**src/rtl/ace_ccu_snoop_arbiter.sv**
```systemverilog
// Merges several CCU snoop requesters onto one ACE snoop port. In-flight snoops are tracked per
// cacheline so that a second snoop to a busy line waits; CR/CD responses are routed back in order.
module ace_ccu_snoop_arbiter #(
    parameter int NoPorts         = 2,
    parameter int AddrWidth       = 64,
    parameter int DataWidth       = 64,
    parameter int DcacheLineWidth = 512,
    parameter int MaskWidth       = 4,
    parameter int MaxTrans        = 4
) (
    input  logic                           clk_i,
    input  logic                           rst_ni,
    input  logic [NoPorts-1:0]             slv_ac_valid_i,
    output logic [NoPorts-1:0]             slv_ac_ready_o,
    input  logic [NoPorts*AddrWidth-1:0]   slv_ac_addr_i,
    input  logic [NoPorts*4-1:0]           slv_ac_snoop_i,
    input  logic [NoPorts*3-1:0]           slv_ac_prot_i,
    input  logic [NoPorts*MaskWidth-1:0]   slv_mask_i,
    output logic [NoPorts-1:0]             slv_cr_valid_o,
    input  logic [NoPorts-1:0]             slv_cr_ready_i,
    output logic [4:0]                     slv_cr_resp_o,
    output logic [NoPorts-1:0]             slv_cd_valid_o,
    input  logic [NoPorts-1:0]             slv_cd_ready_i,
    output logic [DataWidth-1:0]           slv_cd_data_o,
    output logic                           slv_cd_last_o,
    output logic                           mst_ac_valid_o,
    input  logic                           mst_ac_ready_i,
    output logic [AddrWidth-1:0]           mst_ac_addr_o,
    output logic [3:0]                     mst_ac_snoop_o,
    output logic [2:0]                     mst_ac_prot_o,
    output logic [MaskWidth-1:0]           mst_mask_o,
    input  logic                           mst_cr_valid_i,
    output logic                           mst_cr_ready_o,
    input  logic [4:0]                     mst_cr_resp_i,
    input  logic                           mst_cd_valid_i,
    output logic                           mst_cd_ready_o,
    input  logic [DataWidth-1:0]           mst_cd_data_i,
    input  logic                           mst_cd_last_i
);
    localparam int LineOff = $clog2(DcacheLineWidth / 8);
    localparam int LineW   = AddrWidth - LineOff;
    localparam int PortW   = (NoPorts > 1) ? $clog2(NoPorts) : 1;
    localparam int SlotW   = (MaxTrans > 1) ? $clog2(MaxTrans) : 1;
    localparam int CntW    = $clog2(MaxTrans + 1);

    logic [MaxTrans-1:0]  slot_valid_q, slot_valid_d;
    logic [LineW-1:0]     slot_line_q [MaxTrans];
    logic [LineW-1:0]     slot_line_d [MaxTrans];
    logic [PortW-1:0]     slot_port_q [MaxTrans];
    logic [PortW-1:0]     slot_port_d [MaxTrans];

    logic                 ac_valid_q, ac_valid_d;
    logic [AddrWidth-1:0] ac_addr_q, ac_addr_d;
    logic [3:0]           ac_snoop_q, ac_snoop_d;
    logic [2:0]           ac_prot_q, ac_prot_d;
    logic [MaskWidth-1:0] ac_mask_q, ac_mask_d;
    logic [PortW-1:0]     rr_q, rr_d;

    logic [SlotW-1:0]     cr_mem_q [MaxTrans];
    logic [SlotW-1:0]     cr_mem_d [MaxTrans];
    logic [SlotW-1:0]     cr_rd_q, cr_rd_d, cr_wr_q, cr_wr_d;
    logic [CntW-1:0]      cr_cnt_q, cr_cnt_d;
    logic [SlotW-1:0]     cd_mem_q [MaxTrans];
    logic [SlotW-1:0]     cd_mem_d [MaxTrans];
    logic [SlotW-1:0]     cd_rd_q, cd_rd_d, cd_wr_q, cd_wr_d;
    logic [CntW-1:0]      cd_cnt_q, cd_cnt_d;

    logic [LineW-1:0]     req_line [NoPorts];
    logic [NoPorts-1:0]   hazard, eligible;
    logic [2*NoPorts-1:0] elig_rot;
    logic [PortW-1:0]     winner;
    logic                 any_elig, grant, can_grant;
    logic [SlotW-1:0]     free_idx;
    logic                 free_ok;
    logic                 cr_empty, cd_empty, cr_hs, cd_hs, cr_push, cd_pop;
    logic [SlotW-1:0]     cr_head, cd_head;
    logic [PortW-1:0]     cr_port, cd_port;

    function automatic logic [SlotW-1:0] ptr_inc(input logic [SlotW-1:0] p);
        return (p == SlotW'(MaxTrans - 1)) ? '0 : p + 1'b1;
    endfunction

    // A port is blocked while any tracked snoop covers the same cacheline.
    for (genvar gi = 0; gi < NoPorts; gi++) begin : g_port
        logic [MaxTrans-1:0] match;
        assign req_line[gi] = slv_ac_addr_i[gi*AddrWidth+LineOff +: LineW];
        for (genvar gj = 0; gj < MaxTrans; gj++) begin : g_slot
            assign match[gj] = slot_valid_q[gj] && (slot_line_q[gj] == req_line[gi]);
        end
        assign hazard[gi] = |match;
    end

    always_comb begin
        free_idx = '0;
        free_ok  = 1'b0;
        for (int s = MaxTrans - 1; s >= 0; s--) begin
            if (!slot_valid_q[s]) begin
                free_ok  = 1'b1;
                free_idx = SlotW'(s);
            end
        end
    end

    assign eligible  = slv_ac_valid_i & ~hazard & {NoPorts{free_ok}};
    assign elig_rot  = {eligible, eligible} >> rr_q;
    assign can_grant = !ac_valid_q || mst_ac_ready_i;

    always_comb begin
        winner   = '0;
        any_elig = 1'b0;
        for (int k = 0; k < NoPorts; k++) begin
            if (!any_elig && elig_rot[k]) begin
                any_elig = 1'b1;
                winner   = (int'(rr_q) + k >= NoPorts) ? PortW'(int'(rr_q) + k - NoPorts)
                                                       : PortW'(int'(rr_q) + k);
            end
        end
    end

    assign grant    = can_grant && any_elig;
    assign cr_empty = (cr_cnt_q == '0);
    assign cd_empty = (cd_cnt_q == '0);
    assign cr_head  = cr_mem_q[cr_rd_q];
    assign cd_head  = cd_mem_q[cd_rd_q];
    assign cr_port  = slot_port_q[cr_head];
    assign cd_port  = slot_port_q[cd_head];
    assign cr_hs    = !cr_empty && mst_cr_valid_i && slv_cr_ready_i[cr_port];
    assign cd_hs    = !cd_empty && mst_cd_valid_i && slv_cd_ready_i[cd_port];
    assign cr_push  = cr_hs && mst_cr_resp_i[0];
    assign cd_pop   = cd_hs && mst_cd_last_i;

    always_comb begin
        slv_ac_ready_o = '0;
        if (grant) slv_ac_ready_o[winner] = 1'b1;
        slv_cr_valid_o = '0;
        if (!cr_empty) slv_cr_valid_o[cr_port] = mst_cr_valid_i;
        slv_cd_valid_o = '0;
        if (!cd_empty) slv_cd_valid_o[cd_port] = mst_cd_valid_i;
        mst_cr_ready_o = !cr_empty && slv_cr_ready_i[cr_port];
        mst_cd_ready_o = !cd_empty && slv_cd_ready_i[cd_port];
        slv_cr_resp_o  = cr_empty ? '0 : mst_cr_resp_i;
        slv_cd_data_o  = cd_empty ? '0 : mst_cd_data_i;
        slv_cd_last_o  = !cd_empty && mst_cd_last_i;
    end

    assign mst_ac_valid_o = ac_valid_q;
    assign mst_ac_addr_o  = ac_addr_q;
    assign mst_ac_snoop_o = ac_snoop_q;
    assign mst_ac_prot_o  = ac_prot_q;
    assign mst_mask_o     = ac_mask_q;

    always_comb begin
        slot_valid_d = slot_valid_q;
        slot_line_d  = slot_line_q;
        slot_port_d  = slot_port_q;
        ac_valid_d   = ac_valid_q;
        ac_addr_d    = ac_addr_q;
        ac_snoop_d   = ac_snoop_q;
        ac_prot_d    = ac_prot_q;
        ac_mask_d    = ac_mask_q;
        rr_d         = rr_q;
        cr_mem_d     = cr_mem_q;
        cr_rd_d      = cr_rd_q;
        cr_wr_d      = cr_wr_q;
        cd_mem_d     = cd_mem_q;
        cd_rd_d      = cd_rd_q;
        cd_wr_d      = cd_wr_q;

        if (ac_valid_q && mst_ac_ready_i) ac_valid_d = 1'b0;
        if (grant) begin
            ac_valid_d            = 1'b1;
            ac_addr_d             = slv_ac_addr_i[int'(winner)*AddrWidth +: AddrWidth];
            ac_snoop_d            = slv_ac_snoop_i[int'(winner)*4 +: 4];
            ac_prot_d             = slv_ac_prot_i[int'(winner)*3 +: 3];
            ac_mask_d             = slv_mask_i[int'(winner)*MaskWidth +: MaskWidth];
            slot_valid_d[free_idx] = 1'b1;
            slot_line_d[free_idx]  = req_line[winner];
            slot_port_d[free_idx]  = winner;
            rr_d                  = (winner == PortW'(NoPorts - 1)) ? '0 : winner + 1'b1;
            cr_mem_d[cr_wr_q]     = free_idx;
            cr_wr_d               = ptr_inc(cr_wr_q);
        end
        // A snoop that returns data moves to the CD queue; otherwise its slot retires on CR.
        if (cr_hs) begin
            cr_rd_d = ptr_inc(cr_rd_q);
            if (mst_cr_resp_i[0]) begin
                cd_mem_d[cd_wr_q] = cr_head;
                cd_wr_d           = ptr_inc(cd_wr_q);
            end else begin
                slot_valid_d[cr_head] = 1'b0;
            end
        end
        if (cd_pop) begin
            cd_rd_d               = ptr_inc(cd_rd_q);
            slot_valid_d[cd_head] = 1'b0;
        end
        cr_cnt_d = cr_cnt_q + CntW'(grant) - CntW'(cr_hs);
        cd_cnt_d = cd_cnt_q + CntW'(cr_push) - CntW'(cd_pop);
    end

    always_ff @(posedge clk_i or negedge rst_ni) begin
        if (!rst_ni) begin
            slot_valid_q <= '0;
            ac_valid_q   <= 1'b0;
            ac_addr_q    <= '0;
            ac_snoop_q   <= '0;
            ac_prot_q    <= '0;
            ac_mask_q    <= '0;
            rr_q         <= '0;
            cr_rd_q      <= '0;
            cr_wr_q      <= '0;
            cr_cnt_q     <= '0;
            cd_rd_q      <= '0;
            cd_wr_q      <= '0;
            cd_cnt_q     <= '0;
            for (int s = 0; s < MaxTrans; s++) begin
                slot_line_q[s] <= '0;
                slot_port_q[s] <= '0;
                cr_mem_q[s]    <= '0;
                cd_mem_q[s]    <= '0;
            end
        end else begin
            slot_valid_q <= slot_valid_d;
            slot_line_q  <= slot_line_d;
            slot_port_q  <= slot_port_d;
            ac_valid_q   <= ac_valid_d;
            ac_addr_q    <= ac_addr_d;
            ac_snoop_q   <= ac_snoop_d;
            ac_prot_q    <= ac_prot_d;
            ac_mask_q    <= ac_mask_d;
            rr_q         <= rr_d;
            cr_mem_q     <= cr_mem_d;
            cr_rd_q      <= cr_rd_d;
            cr_wr_q      <= cr_wr_d;
            cr_cnt_q     <= cr_cnt_d;
            cd_mem_q     <= cd_mem_d;
            cd_rd_q      <= cd_rd_d;
            cd_wr_q      <= cd_wr_d;
            cd_cnt_q     <= cd_cnt_d;
        end
    end
endmodule

```
**config.mk**
```make
export PLATFORM = sky130hd
export DESIGN_NAME = ace_ccu_snoop_arbiter
export DESIGN_NICKNAME = d
export VERILOG_FILES = /design/src/rtl/ace_ccu_snoop_arbiter.sv
export SDC_FILE = /design/constraint.sdc
export NUM_CORES = 1
export LEC_CHECK = 0
export CORE_MARGIN = 2
export CORE_UTILIZATION = 57
export DETAILED_ROUTE_END_ITERATION = 8
export GPL_TIMING_DRIVEN = 0
export PLACE_DENSITY = 0.85
export SLEW_MARGIN = 20
export SYNTH_ARGS = -nofsm -noshare
export SYNTH_HDL_FRONTEND = slang
export SYNTH_SLANG_ARGS = --single-unit
```
**constraint.sdc**
```tcl
create_clock -name clk_i -period 7.25 [get_ports clk_i]
set_clock_uncertainty 0.05 [all_clocks]
set_input_delay 1.45 -clock clk_i [delete_from_list [all_inputs] [get_ports clk_i]]
set_output_delay 1.45 -clock clk_i [all_outputs]
set_load 0.02 [all_outputs]
```
==> results of run 1 <==
==> cell type report <==
class,count,share of cell area
diodes,3,0.000277
flip-flops and latches,347,0.320
inverters,87,0.0120
clock buffers,58,0.0447
plain buffers,132,0.0264
clock inverters,18,0.0101
well taps,511,0.0236
multi-input cells,1206,0.447
repair buffers,309,0.116
==> metrics by stage <==
step                      setup WS [ps]  total power [mW]  TNS (ps)
final                              -173              14.0      -176
after global routing               9.61              14.2         0
after CTS                          1.05              13.7         0
after detailed placement           -884              11.2     -1010
after global placement           -10240              11.0  -3538900
after floorplan                    2030              8.28         0
==> state kept, by name (all words and copies together), names as in the netlist, 4 cells and up <==
name / count
slot_line_q: 232
slot_port_q: 4
cd_mem_q: 8
cr_mem_q: 8
slot_valid_q: 4
mst_ac_addr_o: 64
mst_ac_snoop_o: 4
mst_mask_o: 4
==> worst min path at each step <==
stage	from	end	slack [ps]	cells past startpoint
6_report	mst_ac_addr_o[33]$_DFFE_PN0N_	mst_ac_addr_o[33]$_DFFE_PN0N_	450	1
2_1_floorplan	slot_port_q[0]$_DFFE_PN0P_	slot_port_q[0]$_DFFE_PN0P_	420	1
3_3_place_gp	mst_ac_addr_o[27]$_DFFE_PN0N_	mst_ac_addr_o[27]$_DFFE_PN0N_	420	1
3_5_place_dp	mst_ac_addr_o[9]$_DFFE_PN0N_	mst_ac_addr_o[9]$_DFFE_PN0N_	430	1
5_1_grt	mst_ac_addr_o[9]$_DFFE_PN0N_	mst_ac_addr_o[9]$_DFFE_PN0N_	470	1
4_1_cts	mst_ac_addr_o[33]$_DFFE_PN0N_	mst_ac_addr_o[33]$_DFFE_PN0N_	450	1
==> repair_timing <==
action,CTS,global route
endpoints found under the setup margin,2,2
setup buffers,1,0
resized for setup,7,8
hold buffers,0,0
pin swaps,1,0
==> cell usage after synthesis (all sizes together), types with 3 or more instances <==
| cell type | instances |
|---|---|
| nand2 | 14 |
| nand2b | 14 |
| a2111oi | 7 |
| o2bb2ai | 7 |
| xor2 | 214 |
| nor3 | 13 |
| mux2 | 397 |
| buf | 61 |
| a22o | 20 |
| nand4 | 55 |
| a2111o | 3 |
| o2111ai | 5 |
| nor3b | 6 |
| ha | 14 |
| nor2 | 13 |
| nand3 | 10 |
| inv | 87 |
| a21o | 3 |
| xnor2 | 164 |
| mux2i | 12 |
| mux4 | 6 |
| nor2b | 78 |
| o21ai | 6 |
| o221ai | 3 |
| o22ai | 33 |
| nor4 | 78 |
| clkbuf | 71 |
| and3b | 3 |
| dfrtp | 347 |
| a21oi | 5 |
==> report_power, final <==
part / internal, mW / switching (mW) / leakage (nW)
Sequential: 2.92 / 1.35 / 4.17
Combinational: 3.58 / 3.86 / 6.82
Clock: 1.42 / 0.916 / 0.735
Total: 7.92 / 6.13 / 11.7
==> metal layers <==
layer,vias up,part of all wire
met5,-,0.00017
met4,4,0.075
met1,9026,0.37
met2,1536,0.42
met3,372,0.14
li1,6863,-
==> logic make-up after synthesis <==
logic type | synth area share
compound gates | 0.0388
xor+xnor | 0.152
fa+ha+maj | 0.00989
buf+inv | 0.0480
flops | 0.399
mux | 0.269
simple gates | 0.0831
==> impl_metrics.tcl, run 1 <==
set metrics [dict create \
    status "finished, violations left" \
    violations "negative setup slack" \
    setup_slack_ps -173 \
    ant_nets 0 \
    synth.largest_area_cell "dfrtp_1" \
    cp_data_arrival_time_ps 5920 \
    design_area_sq_um 27100 \
    fin_nets 2371 \
    synthDistinctLibCells 61 \
    ys_seq_area_frac 0.399 \
    core_sq_um 37700 \
    grt_pass1_wl_um 137000 \
    postSynthCellCount 1772 \
    seqCellArea_sq_um 8680 \
    syn_area_sq_um 21800 \
    ys_ff_latch 347 \
    die_w_um 199 \
    cts_tree "done" \
    worst_pin_slew_ps 1130 \
    final_cell_mix "dfrtp_1 (347), clkdlybuf4s50_1 (303), mux2_4 (299)" \
    critPathRequiredTime_ps 5750 \
    place_congestion 1.16 \
    final_common_cell "dfrtp_1" \
    synth_area_leaders "dfrtp_1 (40%), mux2_4 (21%), xor2_1 (8.6%), xnor2_1 (6.6%), mux2_2 (3.6%)" \
    vias 17801 \
    portBuffers 305 \
    stdcell_count 2671 \
    vdd_ir_drop_max_v 0.000378 \
    die_h_um 199 \
    finalHoldViolCount 0 \
    crit_buf_inv 4 \
    worstPathCellList "clkdlybuf4s50_1 -> xnor2_1 -> nand4_1 -> nor4_1 -> nand4_1 -> nor3_4 -> nor4_4 -> a21oi_4 -> buf_6 -> nor2_4 -> buf_2 -> and2_1 -> clkdlybuf4s50_1" \
    vias_per_cell 6.66 \
    cpPeakStageDelay_ps 570 \
    crit_path_start "slv_ac_addr_i[54]" \
    grt.total_usage 0.504 \
    hpwl_um 79400 \
    insertion_delay_ps 590 \
    grt_use_met2 0.711 \
    synthArstFlopShare 1.00 \
    n_fill_cell 2525 \
    cp_num_cells 13 \
    yosysWarnings 0 \
    leakagePower_nw 11.7 \
    busiest_layer "met2" \
    synth_edf_count 0 \
    ioPinCount 385 \
    maxSlewHeadroom 0.225 \
    first_iter_violations 2427 \
    cts_sinks 347 \
    synth_flop_cell "dfrtp_1" \
    rr_worst_depth 11 \
    fin_util 0.720 \
    grt_pass1_vias 17663 \
    grt_max_degree 97 \
    hold_class "flop to flop" \
    reg2reg_slack_ps 2420 \
    avgSynthCellArea_sq_um 12.3 \
    critPathMaxFanout 10 \
    reg2reg_from "slot_line_q[228]$_DFFE_PN0P_" \
    setup_violations 2 \
    synth_nets 2019 \
    htreeDepth 2 \
    reg2reg_to "slot_line_q[121]$_DFFE_PN0P_" \
    drt-total-wl_um 101000 \
    critPathSlowestCell "clkdlybuf4s50_1" \
    wl_per_cell_um 37.7 \
    antenna_found_initial 4 \
    drtPass1Iterations 5 \
    hold_ws_ps 451 \
    crit_type "input pin to output pin" \
    maxCapViolCount 0 \
    syn2layout_area_growth_pct 24.8 \
    cts_buffers 41 \
    clk_pin_slew_ps 60 \
    met1_usage 0.653 \
    initial_utilization 0.577 \
    numPlacedInstances 2591 \
    drive_above_1_share 0.250 \
    start_kind "input pin" \
    crit_end "slv_ac_ready_o[1]" \
    std_cell_rows 71 \
    min_period_over_period 1.02 \
    multi_input_area_sq_um 12100 \
    dieArea_sq_um 39700 \
    synth_top_area_frac 0.399 \
    rsz0062_at_grt "false" \
    period_needed_ps 7420 \
    max_freq_mhz 135 \
    dpl_cell_area_sq_um 25500 \
    cts-root-buf "clkbuf_16" \
    drc_errors 0 \
    drv_slew 0 \
    cp_top_family "simple AND/OR/NAND/NOR gates" \
    powerDensity_nw_per_um2 518 \
    cp-end-kind "output pin" \
    cts_buffer_depth 3 \
    grt-ovfl-total 0 \
    grt_use_met3 0.190 \
]
(Power assumes the default switching activity.)
==> run 2, diff against run 1 <==
DONT_BUFFER_PORTS = 1   (was not set)
PLACE_DENSITY = 0.72   (was 0.85)
==> impl_metrics.tcl, run 2 (same netlist as run 1, synthesis figures left out) <==
set metrics [dict create \
    status "finished, final reports clean" \
    cts_resized 0 \
    reg2reg_slack_ps 2200 \
    setup_violations 0 \
    hold_class "flop to flop" \
    clk_pin_slew_ps 60 \
    die_h_um 199 \
    insertion_delay_ps 590 \
    crit_end "slv_ac_ready_o[1]" \
    grt_pass1_wl_um 130000 \
    grt.total_usage 0.491 \
    ant_nets 0 \
    drc_errors 0 \
    largest-register "slot_line_q" \
    start_kind "input pin" \
    period_needed_ps 7180 \
    wl_per_cell_um 41.4 \
    maxSlewHeadroom 0.163 \
    fin_nets 2063 \
    hpwl_um 77700 \
    cts_tree "done" \
    n_fill_cell 2876 \
    finalHoldViolCount 0 \
    reg2reg_to "cr_cnt_q[1]$_DFF_PN0_" \
    syn2layout_area_growth_pct 9.20 \
    cts_sinks 347 \
    leakagePower_nw 10.4 \
    vias_per_cell 6.79 \
    htreeDepth 2 \
    crit_path_start "slv_ac_addr_i[31]" \
    hold_buffers 0 \
    dieArea_sq_um 39700 \
    critPathRequiredTime_ps 5750 \
    cts_buffers 41 \
    cts-root-buf "clkbuf_16" \
    cts_buffer_depth 3 \
    place_congestion 1.05 \
    std_cell_rows 71 \
    power_mw 12.9 \
    first_iter_violations 2047 \
    powerDensity_nw_per_um2 543 \
    drt-total-wl_um 97900 \
    post_cts_buffers 0 \
    grt_pass1_vias 15915 \
    stdcell_count 2366 \
    worstPathCellList "clkbuf_1 -> xor2_1 -> nor4_1 -> nand4_1 -> nor4_2 -> nor4_4 -> a21oi_4 -> buf_6 -> nor2_4 -> buf_2 -> and2_1" \
    grt-ovfl-total 0 \
    initial_utilization 0.577 \
    portBuffers 0 \
    hold_depth 1 \
    maxCapViolCount 0 \
    grt_max_degree 348 \
    vdd_ir_drop_max_v 0.000327 \
    reg2reg_from "slot_line_q[199]$_DFFE_PN0P_" \
    drv_slew 0 \
    drive_above_1_share 0.284 \
    worst_pin_slew_ps 1250 \
    numPlacedInstances 2284 \
    largest_reg_flops 232 \
    hold_ws_ps 453 \
    rr_worst_depth 13 \
    ioPinCount 385 \
    final_cell_mix "dfrtp_1 (347), mux2_4 (299), xor2_1 (214)" \
    max_freq_mhz 139 \
    crit_type "input pin to output pin" \
    antenna_found_initial 12 \
    vias 16062 \
    cpPeakStageDelay_ps 1020 \
    final_common_cell "dfrtp_1" \
    critPathMaxFanout 11 \
    rsz0062_at_grt "false" \
    min_period_over_period 0.991 \
    core_sq_um 37700 \
    drtPass1Iterations 8 \
    die_w_um 199 \
    cp-end-kind "output pin" \
    cp_data_arrival_time_ps 5680 \
    critPathSlowestCell "nor4_1" \
]
## run 2: cell count changes in the layout (fill, tap and decap cells not counted), moves of 4 or more
cell,before,now
nor4_2,12,7
clkdlybuf4s50_1,303,0
bufinv_16,7,0
nor4_1,64,69
diode_2,3,9
clkinv_2,8,12
## run 2: worst max-delay path, delay by kind of cell
family / cells / cell delay, ps
AO/OA/AOI/OAI: 1 / 280
XOR/XNOR: 1 / 290
buffers and inverters: 3 / 830
AND/OR/NAND/NOR: 6 / 2800
## run 2: where the power goes
group          switching, mW  total (mW)  internal [mW]
Combinational           3.37        6.31           2.94
Clock                  0.897        2.07           1.17
Sequential              1.59        4.51           2.92
Total                   5.85        12.9           7.04
## run 2: worst min-delay path by stage
stage	from	slack, ps	endpoint
floorplan	slot_port_q[0]$_DFFE_PN0P_	420	slot_port_q[0]$_DFFE_PN0P_
global placement	slot_port_q[0]$_DFFE_PN0P_	430	slot_port_q[0]$_DFFE_PN0P_
detailed placement	cr_mem_q[1]$_DFFE_PN0P_	440	cr_mem_q[1]$_DFFE_PN0P_
CTS	cr_mem_q[1]$_DFFE_PN0P_	460	cr_mem_q[1]$_DFFE_PN0P_
global route	cr_mem_q[1]$_DFFE_PN0P_	470	cr_mem_q[1]$_DFFE_PN0P_
finish	cr_mem_q[1]$_DFFE_PN0P_	450	cr_mem_q[1]$_DFFE_PN0P_
## run 2: stage by stage
| step | TNS, ps | setup WS, ps | cell area [sq um] | utilization |
|---|---|---|---|---|
| 6_report | 0 | 65.6 | 23800 | 0.631 |
| 5_1_grt | 0 | 161 | 23700 | 0.630 |
| 4_1_cts | 0 | 61.4 | 23700 | 0.630 |
| 3_5_place_dp | 0 | 105 | 22400 | 0.595 |
| 3_3_place_gp | -106 | -106 | 22400 | 0.594 |
| 2_1_floorplan | 0 | 2030 | 21800 | - |
## run 2: cell type report
cell class                 instances  area [sq um]  area share
clock buffer                      57          1220      0.0513
timing repair buffer               1          5.00    0.000211
sequential                       347          8680       0.366
antenna                            9          22.5    0.000948
inverter                          87           327      0.0137
tap                              511           639      0.0269
multi-input combinational       1206         12000       0.507
buffer                           132           717      0.0302
clock inverter                    16          92.6     0.00390
## run 2: metal layers
layer | track usage | vias to the layer above | wire length [um]
met5 | 0.0230 | - | 38
met4 | 0.285 | 6 | 6400
met3 | 0.221 | 285 | 12900
met2 | 0.703 | 1216 | 41600
met1 | 0.608 | 8299 | 36900
li1 | - | 6256 | -
